## config.mk

```make
export PLATFORM = sky130hd
export DESIGN_NAME = alu_rr_sched
export DESIGN_NICKNAME = d
export VERILOG_FILES = /design/src/rtl/alu_pkg.sv /design/src/rtl/alu_rot_cmp_core.sv /design/src/rtl/alu_rr_sched.sv
export SDC_FILE = /design/constraint.sdc
export NUM_CORES = 1
export LEC_CHECK = 0
export CAP_MARGIN = 20
export CELL_PAD_IN_SITES_DETAIL_PLACEMENT = 1
export CELL_PAD_IN_SITES_GLOBAL_PLACEMENT = 2
export CORE_ASPECT_RATIO = 1.2
export CORE_MARGIN = 2
export CORE_UTILIZATION = 29
export CTS_CLUSTER_SIZE = 16
export DETAILED_ROUTE_END_ITERATION = 8
export PLACE_DENSITY = 0.88
export SETUP_SLACK_MARGIN = 0.02
export SYNTH_ARGS = -nofsm -noshare
export SYNTH_HDL_FRONTEND = slang
export SYNTH_SLANG_ARGS = --single-unit
```

## constraint.sdc

```tcl
create_clock -name clk -period 9.3 [get_ports clk]
set_input_delay 0.93 -clock clk [delete_from_list [all_inputs] [get_ports clk]]
set_output_delay 0.93 -clock clk [all_outputs]
set_load 0.005 [all_outputs]
```

## src/rtl/alu_pkg.sv

```systemverilog
// Shared opcodes, scheduler state encoding and ALU flag bundle for the
// round-robin rotate/compare scheduler.
package alu_pkg;

  localparam logic [3:0] OP_ROL = 4'd0;
  localparam logic [3:0] OP_ROR = 4'd1;
  localparam logic [3:0] OP_MAX = 4'd2;
  localparam logic [3:0] OP_MIN = 4'd3;

  typedef enum logic [1:0] {
    StIdle = 2'd0,
    StExec = 2'd1,
    StResp = 2'd2
  } state_e;

  typedef struct packed {
    logic carry;
    logic zero;
    logic overflow;
    logic illegal;
  } alu_flags_t;

endpackage

```

## src/rtl/alu_rot_cmp_core.sv

```systemverilog
// Combinational rotate/compare datapath: ROL, ROR, unsigned MAX and MIN,
// with carry/zero/overflow flags and an illegal-opcode indication.
module alu_rot_cmp_core
  import alu_pkg::*;
#(
  parameter int unsigned WIDTH = 8
) (
  input  logic [3:0]       opcode_i,
  input  logic [WIDTH-1:0] a_i,
  input  logic [WIDTH-1:0] b_i,
  input  logic [4:0]       shift_i,
  output logic [WIDTH-1:0] result_o,
  output alu_flags_t       flags_o
);

  localparam int unsigned SW = $clog2(WIDTH);

  logic [SW-1:0]    s;
  logic [SW:0]      rs;
  logic [WIDTH-1:0] rol;
  logic [WIDTH-1:0] ror;
  logic             unused_shift;

  // WIDTH is a power of two, so shift mod WIDTH is just the low bits.
  assign s            = shift_i[SW-1:0];
  assign unused_shift = ^shift_i;
  // Complementary amount; a shift by the full WIDTH yields zero, covering s == 0.
  assign rs           = (SW + 1)'(WIDTH) - {1'b0, s};
  assign rol          = (a_i << s) | (a_i >> rs);
  assign ror          = (a_i >> s) | (a_i << rs);

  always_comb begin
    result_o = '0;
    flags_o  = '0;
    case (opcode_i)
      OP_ROL: begin
        result_o      = rol;
        flags_o.carry = (s != '0) && rol[0];
      end
      OP_ROR: begin
        result_o      = ror;
        flags_o.carry = (s != '0) && ror[WIDTH-1];
      end
      OP_MAX:  result_o = (a_i >= b_i) ? a_i : b_i;
      OP_MIN:  result_o = (a_i <= b_i) ? a_i : b_i;
      default: flags_o.illegal = 1'b1;
    endcase
    flags_o.zero = (result_o == '0);
  end

endmodule

```

## src/rtl/alu_rr_sched.sv

```systemverilog
// Round-robin scheduler sharing one rotate/compare ALU between NUM_REQ
// requesters; one operation in flight, answered on a tagged response channel.
module alu_rr_sched
  import alu_pkg::*;
#(
  parameter int unsigned WIDTH   = 8,
  parameter int unsigned NUM_REQ = 4,
  localparam int unsigned ID_W   = $clog2(NUM_REQ)
) (
  input  logic                     clk,
  input  logic                     rst_n,
  input  logic [NUM_REQ-1:0]       req_valid,
  output logic [NUM_REQ-1:0]       req_ready,
  input  logic [4*NUM_REQ-1:0]     req_opcode,
  input  logic [WIDTH*NUM_REQ-1:0] req_input1,
  input  logic [WIDTH*NUM_REQ-1:0] req_input2,
  input  logic [5*NUM_REQ-1:0]     req_shift,
  output logic                     rsp_valid,
  input  logic                     rsp_ready,
  output logic [ID_W-1:0]          rsp_id,
  output logic [WIDTH-1:0]         rsp_result,
  output logic                     rsp_carry,
  output logic                     rsp_zero,
  output logic                     rsp_overflow,
  output logic                     rsp_illegal,
  output logic                     busy,
  output logic [15:0]              ops_done
);

  state_e           state_q, state_d;
  logic [ID_W-1:0]  rr_ptr_q, rr_ptr_d;
  logic [ID_W-1:0]  id_q, id_d;
  logic [3:0]       op_q, op_d;
  logic [WIDTH-1:0] a_q, a_d, b_q, b_d;
  logic [4:0]       sh_q, sh_d;
  logic [ID_W-1:0]  rsp_id_q, rsp_id_d;
  logic [WIDTH-1:0] rsp_result_q, rsp_result_d;
  alu_flags_t       rsp_flags_q, rsp_flags_d;
  logic [15:0]      ops_done_q, ops_done_d;

  logic [NUM_REQ-1:0] ready_c;
  logic               found;
  logic [ID_W-1:0]    grant;
  logic [31:0]        nxt_ptr;
  logic [WIDTH-1:0]   alu_result;
  alu_flags_t         alu_flags;

  // Scan from ptr upward modulo NUM_REQ; returns {found, index}.
  function automatic logic [ID_W:0] rr_pick(input logic [NUM_REQ-1:0] valid,
                                            input logic [ID_W-1:0]    ptr);
    logic            hit;
    logic [ID_W-1:0] idx;
    logic [ID_W-1:0] cand;
    logic [31:0]     k;
    hit = 1'b0;
    idx = '0;
    for (int unsigned i = 0; i < NUM_REQ; i++) begin
      k    = (32'(ptr) + i) % NUM_REQ;
      cand = k[ID_W-1:0];
      if (!hit && valid[cand]) begin
        hit = 1'b1;
        idx = cand;
      end
    end
    return {hit, idx};
  endfunction

  alu_rot_cmp_core #(
    .WIDTH(WIDTH)
  ) u_core (
    .opcode_i(op_q),
    .a_i     (a_q),
    .b_i     (b_q),
    .shift_i (sh_q),
    .result_o(alu_result),
    .flags_o (alu_flags)
  );

  always_comb begin
    state_d      = state_q;
    rr_ptr_d     = rr_ptr_q;
    id_d         = id_q;
    op_d         = op_q;
    a_d          = a_q;
    b_d          = b_q;
    sh_d         = sh_q;
    rsp_id_d     = rsp_id_q;
    rsp_result_d = rsp_result_q;
    rsp_flags_d  = rsp_flags_q;
    ops_done_d   = ops_done_q;
    ready_c      = '0;
    {found, grant} = rr_pick(req_valid, rr_ptr_q);
    nxt_ptr      = (32'(grant) + 32'd1) % NUM_REQ;

    unique case (state_q)
      StIdle: begin
        if (found) begin
          ready_c[grant] = 1'b1;
          id_d     = grant;
          rr_ptr_d = nxt_ptr[ID_W-1:0];
          for (int unsigned i = 0; i < NUM_REQ; i++) begin
            if (32'(grant) == i) begin
              op_d = req_opcode[4*i +: 4];
              a_d  = req_input1[WIDTH*i +: WIDTH];
              b_d  = req_input2[WIDTH*i +: WIDTH];
              sh_d = req_shift[5*i +: 5];
            end
          end
          state_d = StExec;
        end
      end
      StExec: begin
        rsp_id_d     = id_q;
        rsp_result_d = alu_result;
        rsp_flags_d  = alu_flags;
        state_d      = StResp;
      end
      StResp: begin
        if (rsp_ready) begin
          ops_done_d = ops_done_q + 16'd1;
          state_d    = StIdle;
        end
      end
      default: state_d = StIdle;
    endcase
  end

  always_ff @(posedge clk or negedge rst_n) begin
    if (!rst_n) begin
      state_q      <= StIdle;
      rr_ptr_q     <= '0;
      id_q         <= '0;
      op_q         <= '0;
      a_q          <= '0;
      b_q          <= '0;
      sh_q         <= '0;
      rsp_id_q     <= '0;
      rsp_result_q <= '0;
      rsp_flags_q  <= '0;
      ops_done_q   <= '0;
    end else begin
      state_q      <= state_d;
      rr_ptr_q     <= rr_ptr_d;
      id_q         <= id_d;
      op_q         <= op_d;
      a_q          <= a_d;
      b_q          <= b_d;
      sh_q         <= sh_d;
      rsp_id_q     <= rsp_id_d;
      rsp_result_q <= rsp_result_d;
      rsp_flags_q  <= rsp_flags_d;
      ops_done_q   <= ops_done_d;
    end
  end

  // Reset also masks the combinational grant while requesters are still valid.
  assign req_ready    = ready_c & {NUM_REQ{rst_n}};
  assign rsp_valid    = (state_q == StResp);
  assign busy         = (state_q != StIdle);
  assign rsp_id       = rsp_id_q;
  assign rsp_result   = rsp_result_q;
  assign rsp_carry    = rsp_flags_q.carry;
  assign rsp_zero     = rsp_flags_q.zero;
  assign rsp_overflow = rsp_flags_q.overflow;
  assign rsp_illegal  = rsp_flags_q.illegal;
  assign ops_done     = ops_done_q;

endmodule

```

==> results.json <==
{
  "path_cells": "buf_4 > clkinv_1 > ha_1 > mux2_2 > a311oi_1 > o22ai_1 > a22oi_1 > o211ai_1 > nor4_1 > a32o_2",
  "post-dp-hpwl_um": 11900,
  "grt_overflow": 0,
  "start_kind": "register",
  "critPathBufInv": 2,
  "dieHeight_um": 145,
  "swShare_pct": 47.8,
  "gp_congestion": 0.872,
  "yosysWarnings": 0,
  "core_area_um2": 16200,
  "fill_cells": 1958,
  "root_buffer": "clkbuf_16",
  "clkTransAtPathRegs_ns": 0.06,
  "yosys_most_used_dff": "dfrtp_1",
  "dieArea_um2": 17500,
  "wl_per_cell_um": 17.8,
  "vias": 4831,
  "netlist_area_um2": 4780,
  "max_stage_delay_ns": 1.09,
  "synthTopCellsByArea": "dfrtp_1, mux2i_1, a21oi_1",
  "ctsResizeCount": 0,
  "cts_setup_buffers": 0,
  "end_kind": "register",
  "synth_nets": 715,
  "crit_slowest_cell": "ha_1",
  "max_freq_ghz": 0.227,
  "yosysSeqAreaShare_pct": 30.4,
  "ir_worst_vdd_mv": 0.104,
  "post-route-period-util_pct": 47.3,
  "chipWidth_um": 121,
  "multiInputGateArea_um2": 3030,
  "synth_edf_count": 0,
  "cts_tree": "built",
  "drt-vias-per-instance": 5.29,
  "status": "complete, no violations",
  "cp.arrival_ns": 4.67,
  "layout_commonest_cell": "clkdlybuf4s50_1",
  "antenna_found_initial": 0,
  "wl_um": 16200,
  "hold_path_class": "register to register",
  "grt_pass1_wl_um": 26600,
  "htree_levels": 3,
  "cts_hold_buf": 0,
  "fin_crit_ns": 4.40,
  "grt_pass1_vias": 5240,
  "pwr-share-seq_pct": 22.5,
  "ctsLongestPathBuffers": 2,
  "hold_ws_ns": 0.485,
  "yosysUniqueCellTypes": 68,
  "clock_latency_ns": 0.34,
  "area.sequential_um2": 1450,
  "pin_count": 143,
  "leakage_nw": 2.67,
  "detail-route-antenna-nets": 0,
  "cp_top_family": "compound AO/OA/AOI/OAI gates",
  "drt-initial-drc-count": 212,
  "synthArstFlopShare_pct": 100,
  "p_int_w": 0.00123,
  "setup_tns_ns": 0,
  "final.setup_skew_ns": 0.00911,
  "start_util_pct": 29.5,
  "pwr_density_cell_nw_per_um2": 359,
  "track_usage_pct": 18.9,
  "grt_max_degree": 63,
  "area_growth_pct": 37.1,
  "ys_seq_elements": 58,
  "drive_gt1_share_pct": 7.99,
  "final_cell_mix": "clkdlybuf4s50_1, nor2_1, nand2_1",
  "n_antenna_cell": 0,
  "worst_pin_slew_ns": 0.865,
  "grt_setup_unrepaired": "no",
  "dr.pass1.iters": 4,
  "cts_sinks": 58,
  "setup_violations": 0,
  "cp_max_fo": 33,
  "row_count": 51,
  "cp_data_required_time_ns": 9.57,
  "synthDominantCellAreaShare_pct": 30.4,
  "cts_buffers": 9,
  "syn_inst": 593,
  "p_switching_w": 0.00112,
  "io_buffers": 133,
  "syn_area_per_cell_um2": 8.06,
  "max_slew_margin_pct": 42.3,
  "drv_slew": 0,
  "crit_type": "register to register",
  "power_frac_comb_pct": 61.9,
  "clkPwrFrac_pct": 15.6,
  "drc": 0,
  "num-nets-final": 818,
  "final_hold_viol_count": 0,
  "cap_violations": 0,
  "yosys.area.top_type": "dfrtp_1"
}
==> power groups by stage <==
stage | clock (W) | sequential, W | combinational, W
4_1_cts | 0.000371 | 0.000529 | 0.00145
5_1_grt | 0.000386 | 0.000547 | 0.00162
3_5_place_dp | 0 | 0.000532 | 0.00143
2_1_floorplan | 0 | 0.000417 | 0.00112
6_report | 0.000367 | 0.000530 | 0.00146
3_3_place_gp | 0 | 0.000518 | 0.00138
==> path summary, 6_finish.rpt <==
check | from | to | slack [ns] | cells past startpoint
min reg2reg | ops_done[15] | ops_done[15] | 0.48 | 1
max in group asynchronous | rst_n | sh_q[2] | 8.01 | 2
max reg2reg | sh_q[0] | rsp_zero | 4.90 | 10
min in group asynchronous | rst_n | ops_done[15] | 0.75 | 2
max | sh_q[0] | rsp_zero | 4.90 | 10
min | ops_done[15] | ops_done[15] | 0.48 | 1
==> metal layers <==
| layer | wire [µm] | vias to the layer above | track usage (%) | part of all wire [%] |
|---|---|---|---|---|
| met4 | 514 | 0 | 7.56 | 3.2 |
| met3 | 822 | 37 | 3.49 | 5.1 |
| li1 | - | 2302 | - | - |
| met2 | 8110 | 157 | 33.6 | 50 |
| met1 | 6760 | 2335 | 22.6 | 42 |
| met5 | 0 | - | 0 | 0 |
==> flip-flops by register name, indices dropped and copies added, names as in the netlist <==
name and count:
rsp_carry 1, rsp_illegal 1, sh_q 3, op_q 4, id_q 2, a_q 8, rsp_result 8, rr_ptr_q 2
ops_done 16, b_q 8, rsp_id 2, state_q 2, rsp_zero 1
==> synthesized netlist by cell type (3+ instances only) <==
| cell type | n |
|---|---|
| nor2_1 | 72 |
| nand2_1 | 68 |
| a21oi_1 | 65 |
| dfrtp_1 | 58 |
| mux2i_1 | 49 |
| o21ai_0 | 46 |
| clkbuf_1 | 33 |
| inv_1 | 23 |
| ha_1 | 15 |
| xnor2_1 | 12 |
| mux2_2 | 10 |
| nor3_1 | 10 |
| nand3_1 | 9 |
| a31oi_1 | 8 |
| and3_1 | 7 |
| o22ai_1 | 7 |
| buf_2 | 6 |
| mux4_2 | 6 |
| nand2b_1 | 6 |
| a211oi_1 | 4 |
| o211ai_1 | 4 |
| o221ai_1 | 4 |
| o31ai_1 | 4 |
| and4_1 | 3 |
| buf_1 | 3 |
| buf_4 | 3 |
| nand4_1 | 3 |
| nor2b_1 | 3 |
| nor4_1 | 3 |
| xor2_1 | 3 |
==> cells by family (layout without fill, tap and decap cells) <==
family                     Yosys count  in the layout  synth area share [%]
AOI/OAI and AO/OA                  166            166                  21.3
xor gates and xnor gates            15             15                  2.75
adders and majority gates           15             15                  3.92
buffers and inverters               72            180                  6.36
DFF                                 58             58                  30.4
muxes                               67             67                  16.0
other                                1              1                0.0784
and+or+nand+nor                    199            199                  19.2
==> area by class of cell <==
type	instances	area share (%)
clock inverter	6	1.35
multi-input combinational	463	46.3
timing repair buffer	139	21.1
sequential	58	22.1
inverter	25	1.43
clock buffer	10	3.65
tap	212	4.05
==> metrics by stage <==
stage	instances	instance area [µm²]	worst slack, ns	utilization, %	total power (W)
after floorplan	593	4780	5.79	-	0.00153
after global placement	896	6210	5.05	38.3	0.00190
after detailed placement	896	6210	4.89	38.3	0.00196
after CTS	912	6540	4.90	40.3	0.00235
after global routing	913	6560	4.69	40.5	0.00255
final	913	6560	4.90	40.5	0.00235
Note: power is estimated with default switching activity, not from simulation.
